File: config.mk
export PLATFORM = sky130hd
export DESIGN_NAME = vga_timing_gen_flat
export DESIGN_NICKNAME = d
export VERILOG_FILES = /design/src/rtl/vga_timing_if.sv /design/src/rtl/vga_timing_gen.sv /design/src/flat_wrapper.sv
export SDC_FILE = /design/constraint.sdc
export NUM_CORES = 1
export LEC_CHECK = 0
export CAP_MARGIN = 0
export CORE_ASPECT_RATIO = 0.9
export CORE_UTILIZATION = 55
export CTS_CLUSTER_DIAMETER = 200
export DETAILED_ROUTE_END_ITERATION = 7
export PLACE_DENSITY = 0.79
export SETUP_SLACK_MARGIN = 0.5
export SYNTH_ARGS = -nofsm -noshare
export SYNTH_HDL_FRONTEND = slang
export SYNTH_SLANG_ARGS = --single-unit
File: constraint.sdc
create_clock -name clk -period 4.8 [get_ports clk]
set_input_delay 0.96 -clock clk [delete_from_list [all_inputs] [get_ports clk]]
set_output_delay 0.96 -clock clk [all_outputs]
set_load 0.01 [all_outputs]
File: src/rtl/vga_timing_if.sv
// Timing-generator output bundle plus its run enable.
// master = the generator, slave = the display consumer.
interface vga_timing_if #(
    parameter int unsigned CW = 10
);
    logic          en;
    logic          pix_tick;
    logic          hsync;
    logic          vsync;
    logic          video_on;
    logic [CW-1:0] pixel_x;
    logic [CW-1:0] pixel_y;
    logic          line_start;
    logic          frame_start;

    modport master (
        input  en,
        output pix_tick, hsync, vsync, video_on, pixel_x, pixel_y, line_start, frame_start
    );

    modport slave (
        output en,
        input  pix_tick, hsync, vsync, video_on, pixel_x, pixel_y, line_start, frame_start
    );
endinterface

File: src/rtl/vga_timing_gen.sv
// VGA raster timing: pixel-rate divider, x/y counters and registered sync/blank.
// Strobes (pix_tick, line_start, frame_start) are combinational from the divider.
module vga_timing_gen #(
    parameter int unsigned CLK_DIV = 4,
    parameter int unsigned H_VIS   = 640,
    parameter int unsigned H_FP    = 16,
    parameter int unsigned H_SYNC  = 96,
    parameter int unsigned H_BP    = 48,
    parameter int unsigned V_VIS   = 480,
    parameter int unsigned V_FP    = 10,
    parameter int unsigned V_SYNC  = 2,
    parameter int unsigned V_BP    = 33,
    parameter bit          H_POL   = 1'b0,
    parameter bit          V_POL   = 1'b0,
    parameter int unsigned CW      = 10
) (
    input  logic         clk,
    input  logic         reset,
    vga_timing_if.master bus
);
    localparam int unsigned H_TOT = H_VIS + H_FP + H_SYNC + H_BP;
    localparam int unsigned V_TOT = V_VIS + V_FP + V_SYNC + V_BP;
    localparam int unsigned DW    = 4;

    localparam logic [DW-1:0] DIV_LAST = DW'(CLK_DIV - 1);
    localparam logic [CW-1:0] H_LAST   = CW'(H_TOT - 1);
    localparam logic [CW-1:0] V_LAST   = CW'(V_TOT - 1);
    localparam logic [CW-1:0] H_VIS_C  = CW'(H_VIS);
    localparam logic [CW-1:0] V_VIS_C  = CW'(V_VIS);
    localparam logic [CW-1:0] HS_START = CW'(H_VIS + H_FP);
    localparam logic [CW-1:0] HS_END   = CW'(H_VIS + H_FP + H_SYNC - 1);
    localparam logic [CW-1:0] VS_START = CW'(V_VIS + V_FP);
    localparam logic [CW-1:0] VS_END   = CW'(V_VIS + V_FP + V_SYNC - 1);

    logic [DW-1:0] div_q, div_d;
    logic [CW-1:0] x_q, x_d;
    logic [CW-1:0] y_q, y_d;
    logic          hsync_q, hsync_d;
    logic          vsync_q, vsync_d;
    logic          video_q, video_d;
    logic          tick;

    // State register; reset lands on the first pixel of a frame.
    always_ff @(posedge clk or posedge reset) begin
        if (reset) begin
            div_q   <= '0;
            x_q     <= '0;
            y_q     <= '0;
            hsync_q <= ~H_POL;
            vsync_q <= ~V_POL;
            video_q <= 1'b1;
        end else begin
            div_q   <= div_d;
            x_q     <= x_d;
            y_q     <= y_d;
            hsync_q <= hsync_d;
            vsync_q <= vsync_d;
            video_q <= video_d;
        end
    end

    // Sync/blank are decoded from the next counter values so they move with x/y.
    always_comb begin
        div_d   = div_q;
        x_d     = x_q;
        y_d     = y_q;
        hsync_d = hsync_q;
        vsync_d = vsync_q;
        video_d = video_q;
        tick    = bus.en && !reset && (div_q == DIV_LAST);

        if (bus.en) begin
            div_d = (div_q == DIV_LAST) ? '0 : div_q + DW'(1);
        end

        if (tick) begin
            if (x_q == H_LAST) begin
                x_d = '0;
                y_d = (y_q == V_LAST) ? '0 : y_q + CW'(1);
            end else begin
                x_d = x_q + CW'(1);
            end
            hsync_d = (x_d >= HS_START && x_d <= HS_END) ? H_POL : ~H_POL;
            vsync_d = (y_d >= VS_START && y_d <= VS_END) ? V_POL : ~V_POL;
            video_d = (x_d < H_VIS_C) && (y_d < V_VIS_C);
        end
    end

    assign bus.pix_tick    = tick;
    assign bus.line_start  = tick && (x_q == '0);
    assign bus.frame_start = tick && (x_q == '0) && (y_q == '0);
    assign bus.hsync       = hsync_q;
    assign bus.vsync       = vsync_q;
    assign bus.video_on    = video_q;
    assign bus.pixel_x     = x_q;
    assign bus.pixel_y     = y_q;
endmodule

File: src/flat_wrapper.sv
// flat-port wrapper written by rule: the top's interface ports become plain ports
module vga_timing_gen_flat 
#(
    parameter int unsigned CLK_DIV = 4,
    parameter int unsigned H_VIS   = 640,
    parameter int unsigned H_FP    = 16,
    parameter int unsigned H_SYNC  = 96,
    parameter int unsigned H_BP    = 48,
    parameter int unsigned V_VIS   = 480,
    parameter int unsigned V_FP    = 10,
    parameter int unsigned V_SYNC  = 2,
    parameter int unsigned V_BP    = 33,
    parameter bit          H_POL   = 1'b0,
    parameter bit          V_POL   = 1'b0,
    parameter int unsigned CW      = 10
)
  (clk, reset, bus_en, bus_pix_tick, bus_hsync, bus_vsync, bus_video_on, bus_pixel_x, bus_pixel_y, bus_line_start, bus_frame_start);
  vga_timing_if #(.CW(CW)) bus_i ();
  input  logic clk;
  input  logic reset;
  input wire logic [$bits(bus_i.en)-1:0] bus_en;
  output wire logic [$bits(bus_i.pix_tick)-1:0] bus_pix_tick;
  output wire logic [$bits(bus_i.hsync)-1:0] bus_hsync;
  output wire logic [$bits(bus_i.vsync)-1:0] bus_vsync;
  output wire logic [$bits(bus_i.video_on)-1:0] bus_video_on;
  output wire logic [$bits(bus_i.pixel_x)-1:0] bus_pixel_x;
  output wire logic [$bits(bus_i.pixel_y)-1:0] bus_pixel_y;
  output wire logic [$bits(bus_i.line_start)-1:0] bus_line_start;
  output wire logic [$bits(bus_i.frame_start)-1:0] bus_frame_start;
  assign bus_i.en = bus_en;
  assign bus_pix_tick = bus_i.pix_tick;
  assign bus_hsync = bus_i.hsync;
  assign bus_vsync = bus_i.vsync;
  assign bus_video_on = bus_i.video_on;
  assign bus_pixel_x = bus_i.pixel_x;
  assign bus_pixel_y = bus_i.pixel_y;
  assign bus_line_start = bus_i.line_start;
  assign bus_frame_start = bus_i.frame_start;
  vga_timing_gen #(.CLK_DIV(CLK_DIV), .H_VIS(H_VIS), .H_FP(H_FP), .H_SYNC(H_SYNC), .H_BP(H_BP), .V_VIS(V_VIS), .V_FP(V_FP), .V_SYNC(V_SYNC), .V_BP(V_BP), .H_POL(H_POL), .V_POL(V_POL), .CW(CW)) u_core (.clk(clk), .reset(reset), .bus(bus_i));
endmodule
==> metrics.md, run 1 <==
| Metric | Value |
|---|---|
| Initial antenna violation count | 0 |
| First-pass GRT wire length | around 7.3 mm |
| Die X-Extent | slightly above 60 um |
| R2R Path Start | u_core.bus.pixel_x[0] |
| Setup bufs post-CTS | 0 |
| Crit. End Element | output pin |
| CTS tree | built |
| Placed cells | 271 |
| Worst setup SP type | input port |
| Final #Nets | approximately 240 |
| R2R Setup Slk | about 2.5 ns |
| Initial DRC count | 119 |
| CP endpoint | bus_frame_start |
| Max frequency | 0.2390 GHz |
| Clk buf depth | 2 |
| Skew final | 0.01278 ns |
| Via/cell ratio | about 6 |
| Syn_nets | between 200 and 250 |
| CP Data Required Time | 3.84 ns |
| Most frequent cells in the layout | 28 x nand2_1, 28 x clkdlybuf4s50_1, 24 x dfrtp_1 |
| Initial Utilization | between 50% and 60% |
| Vias in the first global route | 1576 |
| Die area | around 3500 sq um |
| Die height | about 56 um |
| Largest net degree at the start of global routing | 28 |
| Final hold vios | 0 |
| Antenna-violating nets left | 0 |
| WL final | between 4 and 5 mm |
| Dominant cells by area after synthesis | dfrtp_1 33%, nand2_1 5.8%, xnor2_1 5.8%, nor2_1 4.6%, dfstp_2 4.4% |
| CTS Sinks | 27 |
| Main synth FF type | dfrtp_1 |
| Post-Layout Cell Count | 275 |
| Synth area leader | dfrtp_1 |
| Crit. Startpoint | bus_en |
| CTS Buf Count | 3 |
| DR pass1 iterations | 4 |
| GRT Util Overall | between 20% and 30% |
| CP Class | in -> out |
| Power Dens Cells | around 270 nW/um^2 |
| Num rows | 19 |
| DRC | 0 |
| Peak supply drop | between 0.2 and 0.25 mV |
| Via count | between 1500 and 2000 |
| I/O Buffers | 28 |
| Worst Path Arrival | ~3.2 ns |
| Syn. warnings | 0 |
| Post-Syn Area | roughly 1800 sq um |
| Number of enable flip-flop cells after synthesis | 0 |
| Static Leakage | about 0.85 nW |
| Max Cap Viol | 0 |
| Synth cell types | 55 |
| WL/cell | approximately 16 um |
| Hold_buf cts | 0 |
| Root Driver | clkbuf_4 |
| Htree depth | 1 |
| Layout cell share with drive strength beyond 1 | between 10% and 20% |
| Post-DP HPWL | 3.243 mm |
| Core footprint | ~3000 sq um |
| GP Congestion | slightly above 1 |
| Layout area overhead | 18.49% |
| Worst-path clk slew | approximately 0.15 ns |
| Hold Path Class | reg -> reg |
| Final setup violation count | 0 |
| RSZ-0062 raised after global routing | no |
| Synth top area share | 33.36% |
| Yosys reg bits | 27 |
| Gr ovfl total | 0 |
| R2r endpoint | u_core.bus.video_on |
| Status | complete, no violations |
| Top-level I/O count | 29 |
| R2R cell count | 7 |
| Clk_lat worst skew | ~0.33 ns |
| Post-synth ARST share | 100.0% |
| Fin crit share | about 87% |
| Mapped Cells | between 200 and 250 |
| Max FO, Critical Path | 10 |
| Antenna diodes | 0 |
| Post-Syn Area per Cell | 8.740 sq um |
| Setup TNS | 0 ns |
| Count of pins over their slew limit | 0 |
| Sequential fraction of the synthesis area | between 30 and 40% |
| Post-layout util | approximately 69% |
| Tightest Pin Transition | around 0.4 ns |
| Slew headroom | 73.13% |
| Post-layout min period | approximately 4.2 ns |
[cells by family after synthesis]
family	share of synthesized area (%)
XOR/XNOR	6.810
buffers and inverters	5.837
AND/OR/NAND/NOR	29.81
AO/OA/AOI/OAI	14.52
flip-flops	37.74
multiplexers	1.807
adder cells (fa/ha/maj)	3.475
[cells in the mapped netlist (3+ instances only)]
library cell  instances
xnor2_1              12
buf_2                 3
nand3b_1              3
ha_1                  5
o21ai_0              15
dfrtp_1              24
o31ai_1               4
nor3_1                4
nand4_1               8
nor2_1               22
inv_1                13
nand3_1              10
nand2_1              28
dfstp_2               3
[worst min path at each step]
stage,startpoint,to,slack [ns],depth (start not counted)
2_1_floorplan,u_core.div_q[3],u_core.div_q[3],0.47,1
3_3_place_gp,u_core.div_q[0],u_core.div_q[0],0.49,1
3_5_place_dp,u_core.div_q[3],u_core.div_q[3],0.49,1
4_1_cts,u_core.div_q[3],u_core.div_q[3],0.52,1
5_1_grt,u_core.bus.vsync,u_core.bus.vsync,0.55,2
6_report,u_core.div_q[3],u_core.div_q[3],0.51,1
[power by group]
part / switching, W / internal (W) / leakage (nW) / total [W]
logic: 0.0000749 / 0.0000883 / 0.482 / 0.000163
registers: 0.0000426 / 0.000267 / 0.347 / 0.000309
clock network: 0.0000671 / 0.0000312 / 0.0177 / 0.0000983
total: 0.000185 / 0.000386 / 0.848 / 0.000571
[registers in the layout, indices dropped and copies added, names as in the netlist]
signal and cells:
u_core.bus.hsync 1, u_core.bus.vsync 1, u_core.bus.pixel_y 10, u_core.bus.video_on 1, u_core.bus.pixel_x 10, u_core.div_q 4
[metrics by stage]
step / setup slack (ns) / hold slack, ns / area, sq um / total power, W
final: 0.6163 / 0.5138 / 2133 / 0.0005708
after global routing: 0.5215 / 0.5494 / 2133 / 0.0006015
after detailed placement: 0.6218 / 0.4922 / 2100 / 0.0004738
after CTS: 0.6108 / 0.5158 / 2127 / 0.0005706
after global placement: 0.7781 / 0.4890 / 2100 / 0.0004624
after floorplan: 0.8093 / 0.4681 / 1800 / 0.0003913
[cell type report]
type	instances	area [sq um]
clock buffers	3	22.52
clock inverters	1	5.005
fillers	264	957.2
inverters	13	48.80
multi-input cells	158	1022
flip-flops and latches	27	679.4
well taps	42	52.55
repair buffers	31	302.8
[worst max-delay path: stages]
cell,delay (ns)
clkdlybuf4s50_1,0.58
nand4_2,0.10
buf_4,0.19
inv_1,0.08
nand4_1,0.15
nor4b_2,0.40
and3_1,0.23
clkdlybuf4s50_1,0.53
[layer usage]
layer | vias up | wire length, um | track usage [%] | share of wire [%]
met3 | 8 | 352 | 5.894 | 8.1
met5 | - | 0 | 0 | 0
met4 | 0 | 65 | 7.973 | 1.5
met2 | 91 | 2018 | 42.07 | 47
li1 | 789 | - | - | -
met1 | 793 | 1884 | 36.71 | 44
[what timing repair did]
item / 4_1_cts / 5_1_grt
endpoints found under the hold margin: 0 / 0
resized for setup: 0 / 1
setup endpoints to repair: 0 / 1
Note: power is estimated with default switching activity, not from simulation.
==> run 2, diff against run 1 <==
CORE_MARGIN = 1.5   (was not set)
RECOVER_POWER = 100   (was not set)
==> run 2 against run 1 <==
Effect of this change: wire length down 1.2%; sequential power about the same; worst hold slack worse by 0.0050 ns; die area up 3.4%; largest power group unchanged; register-to-register slack worse by 0.21 ns; final area down 1.2%; total power shrank 3.1%; via count down 1.4%; critical endpoint unchanged.
==> metrics.md, run 2 (synthesis gave the netlist of run 1 again) <==
| Metric | Value |
|---|---|
| Fillcell total | 267 (was 264) |
| Worst-path clk slew | 0.14 ns (was 0.15 ns) |
| Hold_buf cts | 0 (unchanged) |
| Peak supply drop | 0.1669 mV (was 0.2123 mV) |
| Post_cts resized | 0 (unchanged) |
| Final hold vios | 0 (unchanged) |
| Post-Layout Cell Count | 275 (unchanged) |
| Register Area | 679.4 sq um (unchanged) |
| CTS Sinks | 27 (unchanged) |
| Gr ovfl total | 0 (unchanged) |
| Final #Nets | 242 (unchanged) |
| Tightest Pin Transition | 1.426 ns (was 0.4000 ns) |
| Post-DP HPWL | 3.158 mm (was 3.243 mm) |
| Htree depth | 1 (unchanged) |
| R2R Setup Slk | 2.31 ns (was 2.52 ns) |
| Slew headroom | 4.961% (was 73.13%) |
| Fin crit share | 90.99% (was 87.16%) |
| Root Driver | clkbuf_4 (unchanged) |
| Via/cell ratio | 6.025 (was 6.113) |
| Antenna-violating nets left | 0 (unchanged) |
| Worst hold stages | 2 (was 1) |
| Die height | 57.28 um (was 56.28 um) |
| Skew final | 0.007900 ns (was 0.01278 ns) |
| DRC | 0 (unchanged) |
| Placed cells | 271 (unchanged) |
| GRT Util Overall | 25.68% (was 26.62%) |
| I/O Buffers | 28 (unchanged) |
| Max FO, Critical Path | 10 (unchanged) |
| R2R cell count | 9 (was 7) |
| Layout area overhead | 17.10% (was 18.49%) |
| Final WS setup | 0.4326 ns (was 0.6163 ns) |
| Final setup violation count | 0 (unchanged) |
| Multi-input logic area | 1008 sq um (was 1022 sq um) |
| WL final | 4.270 mm (was 4.321 mm) |
| DR pass1 iterations | 4 (unchanged) |
| Top-level I/O count | 29 (unchanged) |
| Worst Path Arrival | 3.41 ns (was 3.22 ns) |
| CP Class | in -> out (unchanged) |
| Setup TNS | 0 ns (unchanged) |
| Dpl ws | 0.6743 ns (was 0.6218 ns) |
| WL/cell | 15.53 um (was 15.71 um) |
| Static Leakage | 0.8898 nW (was 0.8475 nW) |
| Die X-Extent | 63.31 um (was 62.31 um) |
| Power Dens Cells | 262.3 nW/um^2 (was 267.6 nW/um^2) |
| Setup bufs post-CTS | 0 (unchanged) |
| Clk_lat worst skew | 0.33 ns (about the same) |
| Status | complete, no violations (unchanged) |
| Layout cell share with drive strength beyond 1 | 8.584% (was 10.73%) |
| Hold Path Class | reg -> reg (unchanged) |
| Clk buf depth | 2 (unchanged) |
| CP Data Required Time | 3.84 ns (about the same) |
| Count of pins over their slew limit | 0 (unchanged) |
| GP Congestion | 0.9992 (was 1.008) |
| Crit. End Element | output pin (unchanged) |
| Num rows | 19 (unchanged) |
| CTS tree | built (unchanged) |
| Core footprint | 3090 sq um (unchanged) |
| Initial antenna violation count | 0 (unchanged) |
| Antenna diodes | 0 (unchanged) |
| Post-layout min period | 4.367 ns (was 4.184 ns) |
| Largest net degree at the start of global routing | 28 (unchanged) |
| Die area | 3626 sq um (was 3507 sq um) |
| Initial DRC count | 126 (was 119) |
| Max Cap Viol | 0 (unchanged) |
| CTS Buf Count | 3 (unchanged) |
| WHS | 0.5088 ns (was 0.5138 ns) |
| Worst setup SP type | input port (unchanged) |
| Most frequent cells in the layout | 28 x nand2_1, 28 x dlygate4sd3_1, 24 x dfrtp_1 (was 28 x nand2_1, 28 x clkdlybuf4s50_1, 24 x dfrtp_1) |
| First-pass GRT wire length | 7.300 mm (was 7.314 mm) |
| Via count | 1657 (was 1681) |
| Initial Utilization | 58.26% (unchanged) |
| RSZ-0062 raised after global routing | no (unchanged) |
| Max frequency | 0.2290 GHz (was 0.2390 GHz) |
| Vias in the first global route | 1531 (was 1576) |
==> run 2: changes by cell type in the layout (fill, tap and decap cells not counted) <==
cell	delta
clkbuf_1	+3
dlygate4sd3_1	+28
o41ai_2	-1
clkdlybuf4s50_1	-28
nor4b_2	-1
nor4b_1	+1
buf_4	-3
o41ai_1	+1
==> run 2: critical path: stages <==
cell           delay, ns
dlygate4sd3_1       0.66
nand4_2             0.09
clkbuf_1            0.25
inv_1               0.13
nand4_1             0.09
nor4b_1             0.39
and3_1              0.21
dlygate4sd3_1       0.61
==> run 2: per-layer routing <==
metal  routed length, um  GRT usage (%)  vias to the layer above
met2                1918          38.60                       92
met1                1906          37.96                      768
li1                    -              -                      788
met4                  62          7.453                        0
met5                   0              0                        -
met3                 383          5.128                        9
==> run 2: final cells by class <==
cell class,count,area share (%)
Clock buffer,3,1.068
Clock inverter,1,0.2374
Inverter,13,2.315
Multi-Input combinational cell,158,47.83
Sequential cell,27,32.23
Tap cell,42,2.493
Timing Repair Buffer,31,13.83
==> run 2: power breakdown <==
group	switching, W	total [W]	leakage, nW	internal, W
Clock	0.0000666	0.0000980	0.0177	0.0000313
Combinational	0.0000731	0.000147	0.525	0.0000736
Sequential	0.0000417	0.000308	0.347	0.000267
==> run 2: through the flow <==
step           util [%]  area [sq um]  total power, W
4_1_cts           68.83          2127       0.0005734
5_1_grt           68.22          2108       0.0005835
6_report          68.22          2108       0.0005530
3_3_place_gp      67.94          2100       0.0004626
3_5_place_dp      67.94          2100       0.0004736
2_1_floorplan         -          1800       0.0003913
==> run 2: path summary, 6_finish.rpt <==
path | end | startpoint
max | bus_frame_start | bus_en
min | u_core.bus.hsync | u_core.bus.hsync
max reg2reg | u_core.bus.pixel_y[7] | u_core.div_q[0]
min reg2reg | u_core.bus.hsync | u_core.bus.hsync
max in group asynchronous | u_core.bus.pixel_x[7] | reset
min in group asynchronous | u_core.div_q[0] | reset
